<file path="src/rtl/buzzer_pattern.sv">
// buzzer_pattern
// Single-clock buzzer sequencer: a square-wave tone gated into beep /
// silence / gap patterns, with a finite or continuous burst count.
// All timing comes from clock enables derived from clk.
//
// Optional feature macro: BUZZER_PATTERN_ALT_TONE_EN
//   defined   -> beeps alternate TONE_HZ / TONE2_HZ within each burst
//   undefined -> every beep uses TONE_HZ, no secondary divider logic
//
// Ports:
//   clk         system clock
//   rst_n       asynchronous active-low reset
//   start       single-cycle request, latches the pattern inputs
//   stop        abort to idle (wins over start)
//   on_ticks    tone ticks per beep (0 behaves as 1)
//   off_ticks   silence ticks between beeps of a burst
//   gap_ticks   silence ticks between bursts
//   beeps       beeps per burst (0 = request ignored)
//   bursts      burst count (0 = continuous until stop)
//   busy        high while not idle
//   done        one-cycle pulse on natural completion
//   buzzer_out  registered tone output
//   state_dbg   current FSM state (IDLE=0, TONE=1, SILENT=2, GAP=3)
//
// Handshake: start is a level sampled on each clk edge; it is accepted
// only in idle with beeps!=0 and stop low. There is no backpressure.
module buzzer_pattern #(
    parameter int CLK_HZ   = 50_000_000,
    parameter int TONE_HZ  = 2000,
    parameter int TONE2_HZ = 1000,
    parameter int TICK_HZ  = 1000,
    parameter int DUR_W    = 12,
    parameter int CNT_W    = 4
) (
    input  logic             clk,
    input  logic             rst_n,
    input  logic             start,
    input  logic             stop,
    input  logic [DUR_W-1:0] on_ticks,
    input  logic [DUR_W-1:0] off_ticks,
    input  logic [DUR_W-1:0] gap_ticks,
    input  logic [CNT_W-1:0] beeps,
    input  logic [CNT_W-1:0] bursts,
    output logic             busy,
    output logic             done,
    output logic             buzzer_out,
    output logic [1:0]       state_dbg
);

    typedef enum logic [1:0] {IDLE = 2'd0, TONE = 2'd1, SILENT = 2'd2, GAP = 2'd3} state_t;

    localparam int TICK_DIV = CLK_HZ / TICK_HZ;
    localparam int HALF     = CLK_HZ / (2 * TONE_HZ);
`ifdef BUZZER_PATTERN_ALT_TONE_EN
    localparam int HALF2    = CLK_HZ / (2 * TONE2_HZ);
    localparam int HALF_MAX = (HALF2 > HALF) ? HALF2 : HALF;
`else
    localparam int HALF_MAX = HALF;
    localparam int unused_tone2_hz = TONE2_HZ;
`endif
    localparam int PW = (TICK_DIV > 1) ? $clog2(TICK_DIV) : 1;
    localparam int HW = (HALF_MAX > 1) ? $clog2(HALF_MAX) : 1;
    localparam logic [PW-1:0] TICK_LAST = PW'(TICK_DIV - 1);

    state_t           state;
    logic [PW-1:0]    presc;
    logic [DUR_W-1:0] dur;
    logic [HW-1:0]    half_cnt;
    logic [DUR_W-1:0] on_l, off_l, gap_l;
    logic [CNT_W-1:0] beeps_l, bursts_l;
    logic [CNT_W-1:0] beep_left, burst_left;
    logic             alt_sel;   // 1 on even-numbered beeps of a burst

    logic             tick;
    logic             expire;
    logic [DUR_W-1:0] lim;
    logic [HW-1:0]    half_last;

    assign state_dbg = state;
    assign tick      = (presc == TICK_LAST);

    always_comb begin
        lim = DUR_W'(1);
        case (state)
            TONE:    lim = (on_l == '0) ? DUR_W'(1) : on_l;
            SILENT:  lim = off_l;
            GAP:     lim = gap_l;
            default: lim = DUR_W'(1);
        endcase
    end

    assign expire = tick && (dur == lim - DUR_W'(1));

`ifdef BUZZER_PATTERN_ALT_TONE_EN
    assign half_last = alt_sel ? HW'(HALF2 - 1) : HW'(HALF - 1);
`else
    logic unused_alt_sel;
    assign unused_alt_sel = alt_sel;
    assign half_last      = HW'(HALF - 1);
`endif

    always_ff @(posedge clk or negedge rst_n) begin
        if (!rst_n) begin
            state      <= IDLE;
            busy       <= 1'b0;
            done       <= 1'b0;
            buzzer_out <= 1'b0;
            presc      <= '0;
            dur        <= '0;
            half_cnt   <= '0;
            on_l       <= '0;
            off_l      <= '0;
            gap_l      <= '0;
            beeps_l    <= '0;
            bursts_l   <= '0;
            beep_left  <= '0;
            burst_left <= '0;
            alt_sel    <= 1'b0;
        end else begin
            done <= 1'b0;
            if (stop) begin
                state      <= IDLE;
                busy       <= 1'b0;
                buzzer_out <= 1'b0;
                presc      <= '0;
                dur        <= '0;
                half_cnt   <= '0;
                alt_sel    <= 1'b0;
            end else if (state == IDLE) begin
                if (start && beeps != '0) begin
                    on_l       <= on_ticks;
                    off_l      <= off_ticks;
                    gap_l      <= gap_ticks;
                    beeps_l    <= beeps;
                    bursts_l   <= bursts;
                    beep_left  <= beeps;
                    burst_left <= bursts;
                    alt_sel    <= 1'b0;
                    state      <= TONE;
                    busy       <= 1'b1;
                    buzzer_out <= 1'b1;
                    half_cnt   <= '0;
                    presc      <= '0;
                    dur        <= '0;
                end
            end else if (expire) begin
                presc <= '0;
                dur   <= '0;
                if (state == TONE) begin
                    if (beep_left > CNT_W'(1)) begin
                        beep_left <= beep_left - CNT_W'(1);
                        alt_sel   <= ~alt_sel;
                        if (off_l == '0) begin
                            // Back-to-back beeps: tone keeps running, phase not reset.
                            if (half_cnt >= half_last) begin
                                half_cnt   <= '0;
                                buzzer_out <= ~buzzer_out;
                            end else begin
                                half_cnt <= half_cnt + HW'(1);
                            end
                        end else begin
                            state      <= SILENT;
                            buzzer_out <= 1'b0;
                        end
                    end else if (bursts_l == '0 || burst_left > CNT_W'(1)) begin
                        // Continuous mode leaves burst_left untouched forever.
                        if (bursts_l != '0) begin
                            burst_left <= burst_left - CNT_W'(1);
                        end
                        beep_left <= beeps_l;
                        alt_sel   <= 1'b0;
                        if (gap_l == '0) begin
                            state      <= TONE;
                            buzzer_out <= 1'b1;
                            half_cnt   <= '0;
                        end else begin
                            state      <= GAP;
                            buzzer_out <= 1'b0;
                        end
                    end else begin
                        state      <= IDLE;
                        busy       <= 1'b0;
                        done       <= 1'b1;
                        buzzer_out <= 1'b0;
                        half_cnt   <= '0;
                    end
                end else begin
                    // SILENT or GAP finished: fresh tone entry.
                    state      <= TONE;
                    buzzer_out <= 1'b1;
                    half_cnt   <= '0;
                end
            end else begin
                if (tick) begin
                    presc <= '0;
                    dur   <= dur + DUR_W'(1);
                end else begin
                    presc <= presc + PW'(1);
                end
                if (state == TONE) begin
                    if (half_cnt >= half_last) begin
                        half_cnt   <= '0;
                        buzzer_out <= ~buzzer_out;
                    end else begin
                        half_cnt <= half_cnt + HW'(1);
                    end
                end
            end
        end
    end

endmodule
</file>
<file path="config.mk">
export PLATFORM = sky130hd
export DESIGN_NAME = buzzer_pattern
export DESIGN_NICKNAME = d
export VERILOG_FILES = /design/src/rtl/buzzer_pattern.sv
export SDC_FILE = /design/constraint.sdc
export NUM_CORES = 1
export LEC_CHECK = 0
export CAP_MARGIN = 20
export CORE_MARGIN = 1.5
export CORE_UTILIZATION = 53
export DETAILED_ROUTE_END_ITERATION = 10
export GPL_TIMING_DRIVEN = 0
export PLACE_DENSITY = 0.84
export SYNTH_ARGS = -nofsm -noshare
export SYNTH_HDL_FRONTEND = slang
export SYNTH_SLANG_ARGS = --single-unit
</file>
<file path="constraint.sdc">
create_clock -name clk -period 3.5 [get_ports clk]
set_clock_uncertainty 0.15 [all_clocks]
set_input_delay 0.7 -clock clk [delete_from_list [all_inputs] [get_ports clk]]
set_output_delay 0.7 -clock clk [all_outputs]
set_load 0.005 [all_outputs]
</file>
Yosys cells after proc, flatten, opt, wreduce, memory -nomap -nowiden
Index checks and enable logic that the tools add are counted.
{"block": "totals", "reg_bits": 99, "inputBits": 48, "wordCells": 133, "output_inout_bits": 5}
{"block": "classes", "eq_ne": 13, "mux": 68, "order_cmp": 3, "n_bitwise": 2, "n_reduce_logical": 27, "n_addsub": 6}
{"cell": "14-bit 2-to-1 mux", "count": 11}
{"cell": "16-bit 2-to-1 mux", "count": 5}
{"cell": "12-bit 2-to-1 mux", "count": 6}
{"cell": "4-bit 2-to-1 mux", "count": 13}
{"cell": "12-bit zero test", "count": 3}
{"cell": "12-bit case mux with 3 select lines", "count": 1}
{"cell": "1-bit 2-to-1 mux", "count": 23}
{"cell": "2-bit 2-to-1 mux", "count": 9}
{"cell": "16-bit by 1-bit adder with 16-bit output (second input constant)", "count": 1}
{"cell": "16-bit == test (second input constant)", "count": 1}
{"cell": "4-bit nonzero test", "count": 4}
{"cell": "14-bit by 1-bit adder with 14-bit output (second input constant)", "count": 1}
{"cell": "14-bit >= comparator (second input constant)", "count": 1}
{"cell": "12-bit by 1-bit adder with 12-bit output (second input constant)", "count": 1}
{"cell": "12-bit == test", "count": 1}
{"cell": "12-bit by 1-bit subtractor with 12-bit output (second input constant)", "count": 1}
{"cell": "5-bit AND reduction", "count": 2}
{"cell": "3-bit nonzero test", "count": 3}
{"cell": "4-bit by 1-bit greater-than comparator with 1-bit output (second input constant)", "count": 2}
{"cell": "2-bit nonzero test", "count": 4}
{"cell": "4-bit by 1-bit subtractor with 4-bit output (second input constant)", "count": 2}
{"cell": "7-bit by 6-bit != test with 1-bit output (second input constant)", "count": 1}
{"cell": "7-bit AND reduction", "count": 1}
{"cell": "3-bit != test (second input constant)", "count": 2}
{"cell": "other kinds (15)", "count": 20}

Longest topological paths before layout
{"block": "depth", "ltp_word": 9, "mapped_depth": 16, "depth_no_buf": 13}

Worst setup path before layout
Ideal clock, no wire load.
{"block": "synth_timing", "path_kind": "reg2reg", "start": "register state[0], in the netlist state_dbg[0]", "end": "register half_cnt[13]", "period_less_slack_ps": 3841, "setup_time_ps": 90, "arrival_time_ps": 3601, "path_stages_with_launch": 16, "n_path_buf": 2, "t_required_ps": 3260, "path_slack_ps": -341, "cell_sequence": "dfrtp_1 buf_6 buf_2 mux2i_1 a21oi_1 nor2_1 ha_1 inv_1 a221oi_2 nor4b_4 mux2_2 a211oi_2 a221o_1 o21ai_4 or4_1 o221ai_1"}
{"block": "synth_via", "elab_chain_len": 8, "elab_cells_between_ends": 17, "classes_between": "1 x add/sub; 7 x eq/ne; 5 x mux; 4 x reduce/logical"}
{"element": "start: declaration", "line_no": "65", "source": "state_t state;"}
{"element": "start signal: assignment", "line_no": "104", "source": "state <= IDLE;"}
{"element": "start signal: assignment", "line_no": "122", "source": "state <= IDLE;"}
{"element": "start signal: assignment", "line_no": "139", "source": "state <= TONE;"}
{"element": "parallel branches: the longest is 8 deep, another holds 12-bit by 1-bit subtractor with 12-bit output"}
{"element": "end signal: assignment", "line_no": "159", "source": "half_cnt <= half_cnt + HW'(1);"}
{"element": "end signal: assignment", "line_no": "205", "source": "half_cnt <= half_cnt + HW'(1);"}
{"element": "end: declaration", "line_no": "68", "source": "logic [HW-1:0] half_cnt;"}
Several ways; the timed one is not identified.
A chain may end at the register's enable or synchronous reset.

Final worst setup path
{"block": "layout_timing", "start": "register state[0], in the netlist state_dbg[0]", "end": "register half_cnt[12]"}
Same word-level chain as after synthesis.

==> flow_metrics.env <==
export IMPL_clockBufferDepth=2
export IMPL_worst_endpoint_arrival_ns=4.12
export IMPL_critPathSlowestCell="sky130_fd_sc_hd__dfrtp_1"
export IMPL_critPathMaxStageDelay_ns=0.42
export IMPL_ir_worst_vdd_mv=0.554
export IMPL_worstMarginPinSlew_ns=1.11
export IMPL_overflow=0
export IMPL_critPathRequiredTime_ns=3.66
export IMPL_fmaxAchievable_mhz=253
export IMPL_regArea_um2=2480
export IMPL_wire_per_inst_um=19.5
export IMPL_synthesis_area_per_instance_um2=10.0
export IMPL_yosys_most_used_dff="sky130_fd_sc_hd__dfrtp_1"
export IMPL_post_synth_most_frequent_cells="sky130_fd_sc_hd__dfrtp_1, sky130_fd_sc_hd__mux2_2, sky130_fd_sc_hd__nand2_1, sky130_fd_sc_hd__nor2_1, sky130_fd_sc_hd__o21ai_0"
export IMPL_grt_start_max_net_pins=57
export IMPL_category_of_the_critical_setup_timing_path="reg -> reg"
export IMPL_first_global_vias=5331
export IMPL_unrepaired_setup_endpoints_after_global_routing="yes"
export IMPL_root_buffer="sky130_fd_sc_hd__clkbuf_8"
export IMPL_syn_inst=577
export IMPL_postLayoutCoreUtil_pct=69.7
export IMPL_grt_antenna_before_repair=0
export IMPL_post_route_cells_drive_above_1_share_pct=24.3
export IMPL_fin_setup_tns_ns=-21.81
export IMPL_synth_largest_area_cell="sky130_fd_sc_hd__dfrtp_1"
export IMPL_final_min_period_over_clock_period_pct=113
export IMPL_worst_skew_pair_late_latency_ns=0.40
export IMPL_async_flop_share_pct=100
export IMPL_final_net_count=733
export IMPL_detail_route_first_pass_iterations=5
export IMPL_post_detailed_routing_wire_length_um=16000
export IMPL_first_iter_violations=417
export IMPL_report_final_slew_viol_count=0
export IMPL_synth_seq_cells=99
export IMPL_yosys_cell_types_count=75
export IMPL_min_period_ns=3.95
export IMPL_num_io_pins=53
export IMPL_leakagePower_nw=2.99
export IMPL_cts_max_level=3
export IMPL_synthesis_area_um2=5780
export IMPL_cts_made_buffers=9
export IMPL_clock_input_transition_at_the_sequential_cells_of_the_worst_setup_and_hold_paths_ns=0.10
export IMPL_critical_path_startpoint_type="register"
export IMPL_portBuffers=52
export IMPL_rows=37
export IMPL_detailroute_via_count=5248
export IMPL_timing_max_slew_rel_slack_pct=25.5
export IMPL_timing_final_ws_setup_ns=-0.454
export IMPL_failed_checks="setup timing"
export IMPL_synth_area_leaders="sky130_fd_sc_hd__dfrtp_1, sky130_fd_sc_hd__mux2_2, sky130_fd_sc_hd__nand2_1"
export IMPL_final_hold_violation_count=0
export IMPL_clock_sinks=99
export IMPL_post_route_drc_count=0
export IMPL_power_per_cell_area_nw_per_um2=610
export IMPL_area_used_by_multi_input_combinational_logic_um2=3450
export IMPL_fillers=738
export IMPL_die_h_um=107
export IMPL_synthDominantCellAreaShare_pct=42.8
export IMPL_antenna_cells=0
export IMPL_synth_most_common_cell="sky130_fd_sc_hd__dfrtp_1"
export IMPL_synth_edff_count=0
export IMPL_hold_ws_ns=0.152
export IMPL_status="complete, but fails checks"
export IMPL_mappedNetlistNets=633
export IMPL_core_area_um2=10500
export IMPL_warnings_synthesis=0
export IMPL_tritoncts="yes"
export IMPL_dieWidth_um=107
export IMPL_setup_violations=79
export IMPL_die_area_um2=11500
export IMPL_groute_usage_overall_pct=28.6
export IMPL_finalInstanceArea_um2=7290
export IMPL_placedInstanceArea_um2=6550
export IMPL_place_detailed_hpwl_um=10500
export IMPL_yosysSeqAreaShare_pct=42.8
export IMPL_hp_class="in -> async"
export IMPL_grt_pass1_wl_um=25600
export IMPL_gp_routability_congestion=0.902
export IMPL_drt_antenna_violating_nets=0
export IMPL_critical_path_peak_fanout=6
export IMPL_drt_vias_per_instance=6.42
export IMPL_cap_viol_max_count=0
export IMPL_worstPathCellList="buf_6 > mux2_4 > a22oi_2 > ha_2 > inv_2 > a221oi_4 > nor4b_4 > buf_4 > mux2_4 > a211oi_4 > a221o_1 > o21ai_4 > buf_6 > or3_4 > o211ai_1"
export IMPL_area_growth_syn_to_layout_pct=26.1
export IMPL_starting_utilization_of_the_core_area_pct=55.3
export IMPL_setup_worst_path_end_class="register"
## critical path, delay by kind of cell (launching register included)
kind                       cells  cell delay (ns)
muxes                          2             0.62
and+or+nand+nor                2             0.56
DFF                            1             0.42
buffers and inverters          4             0.55
adders and majority gates      1             0.23
AOI/OAI and AO/OA              6             1.32
## metal layers
metal | vias to the layer above | part of all wire (%) | track usage (%)
met4 | 0 | 4.7 | 14.0
met5 | - | 0 | 0
met3 | 73 | 5.6 | 7.14
met1 | 2567 | 39 | 33.1
li1 | 2364 | - | -
met2 | 244 | 50 | 49.2
## registers in the layout, indices dropped and copies added, names as in the netlist
| register | flops |
|---|---|
| beep_left | 4 |
| gap_l | 12 |
| beeps_l | 4 |
| state_dbg | 2 |
| presc | 16 |
| on_l | 12 |
| bursts_l | 4 |
| burst_left | 4 |
| buzzer_out | 1 |
| off_l | 12 |
| busy | 1 |
| half_cnt | 14 |
| done | 1 |
| dur | 12 |
## report_power, final
group,switching (mW),internal (mW),total (mW)
combinational,1.04,1.01,2.05
clock,0.430,0.265,0.694
sequential,0.277,1.43,1.70
total,1.74,2.70,4.45
## area by class of cell
cell class              count  area share [%]
plain buffers              19            1.61
clock buffers              10            1.75
multi-input cells         443            47.3
repair buffers             88            11.5
well taps                 136            2.33
inverters                  17           0.875
clock inverters             6           0.669
flip-flops and latches     99            34.0
## worst paths after layout
path / start / endpoint / slack, ns / cells after the start
max: state_dbg[0]$_DFFE_PN0P_ / half_cnt[12]$_DFFE_PN0P_ / -0.45 / 15
max reg2reg: state_dbg[0]$_DFFE_PN0P_ / half_cnt[12]$_DFFE_PN0P_ / -0.45 / 15
min in group clk: bursts_l[0]$_DFFE_PN0P_ / bursts_l[0]$_DFFE_PN0P_ / 0.37 / 1
min reg2reg: bursts_l[0]$_DFFE_PN0P_ / bursts_l[0]$_DFFE_PN0P_ / 0.37 / 1
min: rst_n / half_cnt[6]$_DFFE_PN0P_ / 0.15 / 1
max in group asynchronous: rst_n / beeps_l[1]$_DFFE_PN0P_ / 2.38 / 2
## cell families after synthesis
| group | count (synthesis) | share of synthesized area (%) |
|---|---|---|
| buffers and inverters | 36 | 2.60 |
| XOR/XNOR | 28 | 4.57 |
| flip-flops | 99 | 42.8 |
| adder cells (fa/ha/maj) | 8 | 1.73 |
| AO/OA/AOI/OAI | 118 | 14.6 |
| AND/OR/NAND/NOR | 222 | 21.0 |
| multiplexers | 66 | 12.6 |
## layout by cell type (no fill, tap or decap), drive strengths merged, types with 4 or more instances in the layout
cell	netlist	final
nor4	14	14
ha	8	8
or3	14	14
o2bb2ai	10	10
nand4	13	13
buf	7	44
nand2b	9	9
and3	11	11
clkbuf	12	22
mux2	52	52
nand3	23	23
xor2	13	13
a22o	4	4
nor2	43	43
o31ai	5	5
xnor2	15	15
nand2	47	47
o2111ai	6	6
nor3	20	20
a22oi	4	4
inv	16	18
a21oi	13	13
o22ai	6	6
mux2i	14	14
a2111oi	4	4
o21ai	36	37
or4	4	4
o21a	4	4
dfrtp	99	99
clkdlybuf4s50	0	51
## what timing repair did
action	CTS	global route
gates resized for setup	42	22
pin swaps	18	12
cloned	1	0
hold buffers	0	0
setup buffers	26	9
setup endpoints to repair	63	79
## metrics by stage
| stage | power (mW) | std cells | worst slack (ns) |
|---|---|---|---|
| global route | 4.67 | 818 | -0.590 |
| floorplan | 2.82 | 577 | -0.129 |
| finish | 4.45 | 818 | -0.454 |
| detailed placement | 3.28 | 766 | -0.811 |
| CTS | 4.26 | 809 | -0.358 |
| global placement | 3.19 | 765 | -2.06 |
(Power assumes the default switching activity.)
==> RTL edit, RTL diff (same flow settings) <==
Add a define of `BUZZER_PATTERN_ALT_TONE_EN`.
--- a/src/rtl/buzzer_pattern.sv
+++ b/src/rtl/buzzer_pattern.sv
@@ -26,2 +26,4 @@
 // only in idle with beeps!=0 and stop low. There is no backpressure.
+`define BUZZER_PATTERN_ALT_TONE_EN
+
 module buzzer_pattern #(
Behaviour: same outputs for any inputs over 4 cycles, from zero or initial values and one cycle with rst_n low; that may be too few to reach the edited logic, so the function may still have changed.
==> RTL edit against the unedited design <==
- the flow still finishes with violations (setup timing)
- power is 1.5% lower
- cell area increased by 4.7%
- sequential share of layout area decreased by 0.89 points
- maximum frequency decreased by 4.8%
- die area rose by 3.9%
- setup slack got worse by 0.20 ns
- sequential cell count grew 2
- area after synthesis is 4.0% higher
- via count up 9.9%
- critical path depth increased by 1
- clock power up 56%
- global-route usage about the same
- wire length grew 5.6%
==> RTL edit: results (changes against the unedited design) <==
[sta]
fin_ws_ns=-0.6516  ; -0.1973 ns
finalSetupViolCount=41  ; -48%
timing_worst_slew_pin_value_ns=0.8006  ; -0.3087 ns
setup_total_negative_slack_ns=-19.63  ; +2.183 ns
fin_worst_hold_slack_ns=0.1875  ; +0.03545 ns

[finish]
finalCoreUtilization_pct=69.83  ; +0.13 points
multi_input_area_um2=3602  ; +4.5%
layout_top_registers=presc x16, half_cnt x15
fill_cells=789  ; +6.9%
num-nets-final=856  ; +17%
n_all_buffers=108  ; +0.93%
post_route_cells_drive_above_1_share_pct=15.43  ; -8.9 points
register_area_um2=2527  ; +2.0%
area_share_clock_buf_inv_pct=4.113  ; +1.7 points
nonClockInverterCount=15  ; -2
portion_of_the_layout_cell_area_used_by_non_clock_buffers_pct=12.55  ; -0.56 points

[route]
drtIter0Drc=445  ; +6.7%
average_detailed_routed_wire_length_per_instance_um=17.99  ; -7.8%

[global_routing]
met3_usage_pct=5.691  ; -1.5 points
first_global_vias=5537  ; +3.9%
groute.layer.met2.usage_pct=48.76  ; -0.42 points
met1_usage_pct=34.69  ; +1.6 points
grt_max_degree=61  ; +7.0%
grt_use_total_pct=28.57  ; about the same

[critical_path]
timing.critical_path.slowest_stage_cell=or4_1
worst-r2r-cell-count=16  ; +1
crit_fanout=5  ; -1

[placement]
dpl-instance-area_um2=6778  ; +3.4%
hpwl_after_detailed_placement_um=11160  ; +6.3%
finalWeightedCongestion=0.8864  ; -1.8%

[pwr]
power.switching_fraction_pct=37.33  ; -1.9 points

[logic_synthesis]
postSynthCellCount=704  ; +22%
synthTopCellsByCount=nand2_1 (170), dfrtp_1 (101), nor2_1 (45)
synth_cell_types=63  ; -16%
synth_sequential_area_ratio_pct=42.05  ; -0.80 points

[clock_tree]
post-cts-setup-buffers=13  ; -50%
cts.root.buffer_cell=clkbuf_16
cts.clk_slew.worst_paths_ns=0.07  ; -0.03 ns
ctsResizeCount=45  ; +7.1%

[die]
design.die.area_um2=11990  ; +3.9%

[status]
status=complete, but fails checks
failed_checks=setup timing

[RTL edit: kinds of logic after synthesis]
kind of cell | share of synthesized area (%)
AND/OR/NAND/NOR | 29.45
AO/OA/AOI/OAI | 14.32
flip-flops | 42.05
buffers and inverters | 3.518
XOR/XNOR | 3.643
multiplexers | 3.893
adder cells (fa/ha/maj) | 3.122
[RTL edit: power groups by stage]
stage	clock, uW	sequential [uW]	combinational (uW)
2_1_floorplan	0	1590	1020
3_5_place_dp	0	1670	1360
5_1_grt	1130	1690	1780
6_report	1080	1660	1640
4_1_cts	1090	1650	1490
3_3_place_gp	0	1660	1300
[RTL edit: through the flow]
stage | setup slack [ns] | total power (uW) | std cells
4_1_cts | -0.5305 | 4231 | 928
6_report | -0.6516 | 4379 | 937
3_3_place_gp | -2.082 | 2959 | 896
5_1_grt | -0.7631 | 4606 | 937
3_5_place_dp | -0.8528 | 3032 | 897
2_1_floorplan | -0.4032 | 2605 | 704
